`src/rtl/seven_seg_scanner_pkg.sv`:
```
// Shared constants and types for the seven-segment scanner and its nibble decoder.
package seven_seg_scanner_pkg;

    localparam logic [6:0] SEG_BLANK = 7'h7F;

    // Segment bit order on the 7-bit bus: {g,f,e,d,c,b,a}
    localparam int SEG_A = 0;
    localparam int SEG_G = 6;

    typedef enum logic {
        ST_BLANK = 1'b0,
        ST_SHOW  = 1'b1
    } slot_state_t;

endpackage

```
`src/rtl/nibble_to_seven_seg.sv`:
```
// Combinational hex nibble to active-low seven-segment pattern {g,f,e,d,c,b,a}.
module nibble_to_seven_seg
    import seven_seg_scanner_pkg::*;
(
    input  logic [3:0] i_nibble,
    output logic [6:0] o_seg
);

    logic [SEG_G:SEG_A] w_lit;

    always_comb begin
        w_lit = '0;
        case (i_nibble)
            4'h0: w_lit = 7'h3F;
            4'h1: w_lit = 7'h06;
            4'h2: w_lit = 7'h5B;
            4'h3: w_lit = 7'h4F;
            4'h4: w_lit = 7'h66;
            4'h5: w_lit = 7'h6D;
            4'h6: w_lit = 7'h7D;
            4'h7: w_lit = 7'h07;
            4'h8: w_lit = 7'h7F;
            4'h9: w_lit = 7'h6F;
            4'hA: w_lit = 7'h77;
            4'hB: w_lit = 7'h7C;
            4'hC: w_lit = 7'h39;
            4'hD: w_lit = 7'h5E;
            4'hE: w_lit = 7'h79;
            4'hF: w_lit = 7'h71;
        endcase
    end

    // Common-anode display: a lit segment is driven low
    assign o_seg = ~w_lit;

endmodule

```
`src/rtl/seven_seg_scanner.sv`:
```
// Time-multiplexed common-anode seven-segment driver with per-slot blanking guard,
// tear-free frame commit of new values and optional leading-zero suppression.
module seven_seg_scanner
    import seven_seg_scanner_pkg::*;
#(
    parameter int NUM_DIGITS   = 4,
    parameter int REFRESH_DIV  = 3000,
    parameter int BLANK_CYCLES = 16
) (
    input  logic                    clk,
    input  logic                    rst_n,
    input  logic [4*NUM_DIGITS-1:0] value_in,
    input  logic                    load,
    input  logic [NUM_DIGITS-1:0]   dp_in,
    input  logic                    blank_leading,
    output logic [6:0]              seg_out,
    output logic                    dp_out,
    output logic [NUM_DIGITS-1:0]   digit_en_n,
    output logic                    frame_done
);

    localparam int CNT_W = (REFRESH_DIV > 1) ? $clog2(REFRESH_DIV) : 1;
    localparam int IDX_W = (NUM_DIGITS > 1) ? $clog2(NUM_DIGITS) : 1;

    localparam logic [CNT_W-1:0] CNT_LAST  = CNT_W'(REFRESH_DIV - 1);
    localparam logic [CNT_W-1:0] CNT_PRE   = CNT_W'(REFRESH_DIV - 2);
    localparam logic [CNT_W-1:0] CNT_BLANK = CNT_W'(BLANK_CYCLES);
    localparam logic [IDX_W-1:0] IDX_LAST  = IDX_W'(NUM_DIGITS - 1);

    logic [CNT_W-1:0]          r_cnt;
    logic [IDX_W-1:0]          r_idx;
    slot_state_t               r_state;
    logic [4*NUM_DIGITS-1:0]   r_shadow_val;
    logic                      r_pending;
    logic [4*NUM_DIGITS-1:0]   r_disp_val;
    logic [6:0]                r_seg;
    logic                      r_dp;
    logic [NUM_DIGITS-1:0]     r_en_n;
    logic                      r_frame_done;

    logic [CNT_W-1:0]          w_cnt_next;
    logic [IDX_W-1:0]          w_idx_next;
    slot_state_t               w_state_next;
    logic                      w_slot_wrap;
    logic                      w_frame_wrap;
    logic [3:0]                w_nibble;
    logic [6:0]                w_dec_seg;
    logic [NUM_DIGITS-1:0]     w_upper_zero;
    logic                      w_suppress;
    logic [6:0]                w_seg_next;
    logic                      w_dp_next;
    logic [NUM_DIGITS-1:0]     w_en_n_next;
    logic                      w_frame_done_next;

    // w_upper_zero[k] is high when nibbles k..NUM_DIGITS-1 of the display value are all zero
    genvar gi;
    generate
        for (gi = 0; gi < NUM_DIGITS; gi++) begin : g_lz
            assign w_upper_zero[gi] = ~|r_disp_val[4*NUM_DIGITS-1:4*gi];
        end
    endgenerate

    assign w_suppress = blank_leading && (r_idx != '0) && w_upper_zero[r_idx];
    assign w_nibble   = r_disp_val[{r_idx, 2'b00} +: 4];

    nibble_to_seven_seg u_dec (
        .i_nibble (w_nibble),
        .o_seg    (w_dec_seg)
    );

    always_comb begin
        w_slot_wrap       = (r_cnt == CNT_LAST);
        w_frame_wrap      = w_slot_wrap && (r_idx == IDX_LAST);
        w_cnt_next        = w_slot_wrap ? '0 : r_cnt + 1'b1;
        w_idx_next        = r_idx;
        w_state_next      = (w_cnt_next < CNT_BLANK) ? ST_BLANK : ST_SHOW;
        w_seg_next        = SEG_BLANK;
        w_dp_next         = 1'b1;
        w_en_n_next       = '1;
        // Registered one cycle early so the pulse lands on the commit cycle itself
        w_frame_done_next = (r_idx == IDX_LAST) && (r_cnt == CNT_PRE);

        if (w_slot_wrap) begin
            w_idx_next = (r_idx == IDX_LAST) ? '0 : r_idx + 1'b1;
        end

        if (r_state == ST_SHOW && !w_suppress) begin
            w_seg_next  = w_dec_seg;
            w_dp_next   = ~dp_in[r_idx];
            w_en_n_next = ~(NUM_DIGITS'(1) << r_idx);
        end
    end

    always_ff @(posedge clk) begin
        if (!rst_n) begin
            r_cnt        <= '0;
            r_idx        <= '0;
            r_state      <= ST_BLANK;
            r_shadow_val <= '0;
            r_pending    <= 1'b0;
            r_disp_val   <= '0;
            r_seg        <= SEG_BLANK;
            r_dp         <= 1'b1;
            r_en_n       <= '1;
            r_frame_done <= 1'b0;
        end else begin
            r_cnt        <= w_cnt_next;
            r_idx        <= w_idx_next;
            r_state      <= w_state_next;
            r_seg        <= w_seg_next;
            r_dp         <= w_dp_next;
            r_en_n       <= w_en_n_next;
            r_frame_done <= w_frame_done_next;

            // A load landing on the wrap cycle bypasses the shadow and commits directly
            if (w_frame_wrap) begin
                r_pending <= 1'b0;
                if (load) begin
                    r_disp_val   <= value_in;
                    r_shadow_val <= value_in;
                end else if (r_pending) begin
                    r_disp_val <= r_shadow_val;
                end
            end else if (load) begin
                r_shadow_val <= value_in;
                r_pending    <= 1'b1;
            end
        end
    end

    assign seg_out    = r_seg;
    assign dp_out     = r_dp;
    assign digit_en_n = r_en_n;
    assign frame_done = r_frame_done;

endmodule

```
`config.mk`:
```
export PLATFORM = sky130hd
export DESIGN_NAME = seven_seg_scanner
export DESIGN_NICKNAME = d
export VERILOG_FILES = /design/src/rtl/seven_seg_scanner_pkg.sv /design/src/rtl/nibble_to_seven_seg.sv /design/src/rtl/seven_seg_scanner.sv
export SDC_FILE = /design/constraint.sdc
export NUM_CORES = 1
export LEC_CHECK = 0
export ABC_AREA = 1
export CAP_MARGIN = 10
export CORE_MARGIN = 3
export CORE_UTILIZATION = 50
export CTS_CLUSTER_SIZE = 40
export DETAILED_ROUTE_END_ITERATION = 7
export GPL_ROUTABILITY_DRIVEN = 0
export PLACE_DENSITY = 0.83
export SKIP_LAST_GASP = 1
export SYNTH_ARGS = -nofsm -noshare
export SYNTH_HDL_FRONTEND = slang
export SYNTH_SLANG_ARGS = --single-unit
```
`constraint.sdc`:
```
create_clock -name clk -period 4.4 [get_ports clk]
set_clock_uncertainty 0.2 [all_clocks]
set_input_delay 0.44 -clock clk [delete_from_list [all_inputs] [get_ports clk]]
set_output_delay 0.44 -clock clk [all_outputs]
set_load 0.1 [all_outputs]
```
==> impl_metrics.tcl <==
set metrics [dict create \
    status "completed" \
    fin_cells 523 \
    min_from "r_cnt[0]" \
    crit_family "buffers and inverters" \
    crit_start "rst_n" \
    synth_top_area_cell "dfxtp_1" \
    cp_max_fo 25 \
    synth.distinct_cells 31 \
    grt_usage_pct 18.0 \
    wl_per_cell_um 10.6 \
    peakVddDrop_mv 0.225 \
    end_kind "flop" \
    n_fill_cell 512 \
    synth_edf_count 0 \
    num_vias 2501 \
    ys.flop_type "dfxtp_1" \
    syn2layout_area_growth_pct 20.9 \
    routed-wl-met2_um 2450 \
    cts_tree "built" \
    root_buffer "clkbuf_8" \
    drc 0 \
    first_pass_iters 4 \
    dp.cells 507 \
    worstMarginPinSlew_ns 0.966 \
    cellPowerDensity_mw_per_mm2 345 \
    synth_top_area_share_pct 42.3 \
    avgSynthCellArea_sq_um 7.02 \
    maxCapViolations 0 \
    cts_max_path_buffers 2 \
    slew_headroom_pct 35.4 \
    grt_setup_unrepaired "no" \
    layout.nets 481 \
    fin_crit_sh_pct 58.1 \
    dpl.hpwl_um 4090 \
    report.final.setup_viol 0 \
    syn_inst 412 \
    met3_length_um 282 \
    grt_pass1_vias 2245 \
    cp-start-kind "input pin" \
    totalPowerFinal_mw 1.21 \
    grt_max_degree 34 \
    boundaryPins 37 \
    fmax_ghz 0.391 \
    drive_gt1_share_pct 7.32 \
    drt-initial-drc-count 116 \
    rows 27 \
    antenna_found_initial 0 \
    p_leak_nw 1.52 \
    clkTransAtPathRegs_ns 0.07 \
    cts_buffers 9 \
    crit_chain "clkdlybuf4s50_1 > clkinv_1 > nor3_1" \
    overflow 0 \
    io_buffers 36 \
    async_flop_share_pct 0 \
    wirelength_um 5520 \
    core_area_sq_mm 0.00554 \
    ant_nets 0 \
    crit_type "input pin to flop" \
    hold_violations 0 \
    yosysWarnings 0 \
    post_cts_buffers 0 \
    grt_pass1_wl_um 9430 \
    syn_area_sq_mm 0.00289 \
    start_util_pct 52.2 \
    cp.arrival_ns 2.59 \
    slew_viol_final 0 \
    die_area_sq_mm 0.00673 \
    diodes 0 \
    htree_levels 3 \
    min_period_ns 2.56 \
    fp.dieW_um 82.0 \
    crit_buf_inv 2 \
    fin_hold_ws_ns 0.267 \
    critPathSlowestCell "clkdlybuf4s50_1" \
    cts_resized 0 \
    tns_ns 0 \
    die-height_um 82.0 \
    top_layer "met4" \
    worst_ep_required_time_ns 4.43 \
    syn-num-nets 447 \
    yosysSeqAreaShare_pct 42.3 \
    wl_met1_um 2690 \
    hp-class "flop to flop" \
    clock-sinks 61 \
    max_stage_delay_ns 0.98 \
    ys_seq_elements 61 \
    clock_latency_ns 0.33 \
    via_per_inst 4.78 \
    cts_hold_buf 0 \
    ys_top_cells_by_area "dfxtp_1 42%, nand2_1 10%, inv_1 8.8%" \
    reg2reg_from "r_idx[1]" \
]
report_power, final:
| part | total, mW | switching [mW] | internal, mW |
|---|---|---|---|
| logic | 0.0681 | 0.0357 | 0.0324 |
| registers | 0.570 | 0.00500 | 0.565 |
| clock network | 0.568 | 0.218 | 0.350 |
cell usage in the layout (no fill, tap or decap), types with 2 or more instances in the layout:
master,n
a21oi_1,25
a21oi_2,3
bufinv_16,2
clkbuf_8,11
clkdlybuf4s50_1,36
clkinv_1,2
clkinvlp_4,3
dfxtp_1,61
ha_1,11
inv_1,68
inv_2,3
nand2_1,79
nand2_2,3
nand3_1,21
nand4_1,4
nor2_1,56
nor2_2,2
nor3_1,6
o21ai_0,30
o21ai_1,14
layer usage:
metal	up-vias	GRT usage, %
met4	0	7.81
met1	1084	22.9
li1	1348	-
met3	9	3.62
met2	60	29.3
met5	-	0
path summary, 6_finish.rpt:
kind,to,slack (ns),cells after the start
setup / recovery,r_cnt[11],1.84,3
setup reg to reg,seg_out[0],1.99,8
hold reg to reg,r_cnt[0],0.27,1
hold / removal,r_cnt[0],0.27,1
cells in the mapped netlist, types with 2 or more instances:
cell type and instances:
nand2_2 3, a21oi_1 25, nor2_2 2, clkinv_1 2, a21oi_2 3, ha_1 11
nor3_1 6, o21ai_0 30, inv_2 3, nand4_1 4, o21ai_1 14, clkbuf_1 6
dfxtp_1 61, buf_6 4, nor2_1 56, inv_1 68, nand3_1 21, buf_2 2
nand2_1 79
registers in the layout, summed over array words and instances, names as in the netlist:
name          flops
digit_en_n        4
dp_out            1
frame_done        1
r_cnt            12
r_disp_val       16
r_idx             2
r_pending         1
r_shadow_val     16
r_state           1
seg_out           7
cell families (layout without fill, tap and decap cells):
group	count (synthesis)	in the layout	share of synthesized area [%]
compound gates	76	76	13.9
xor+xnor	1	1	0.303
fa+ha+maj	11	11	4.76
buf+inv	87	126	12.5
flops	61	61	42.3
simple gates	176	176	26.3
per-stage QoR:
step	utilization (%)	instance area [sq um]	setup WS [ns]
floorplan	-	2890	2.39
global placement	58.8	3260	1.64
detailed placement	58.8	3260	1.49
CTS	63.1	3490	1.84
global route	63.1	3490	1.66
finish	63.1	3490	1.84
cell type report:
class                   count  area [sq um]  area share (%)
well taps                  72          90.1            2.58
inverters                  74           279            7.99
multi-input cells         264          1310            37.5
repair buffers             36           360            10.3
flip-flops and latches     61          1220            35.0
clock inverters             5          82.6            2.36
clock buffers              11           151            4.33
(Power assumes the default switching activity.)
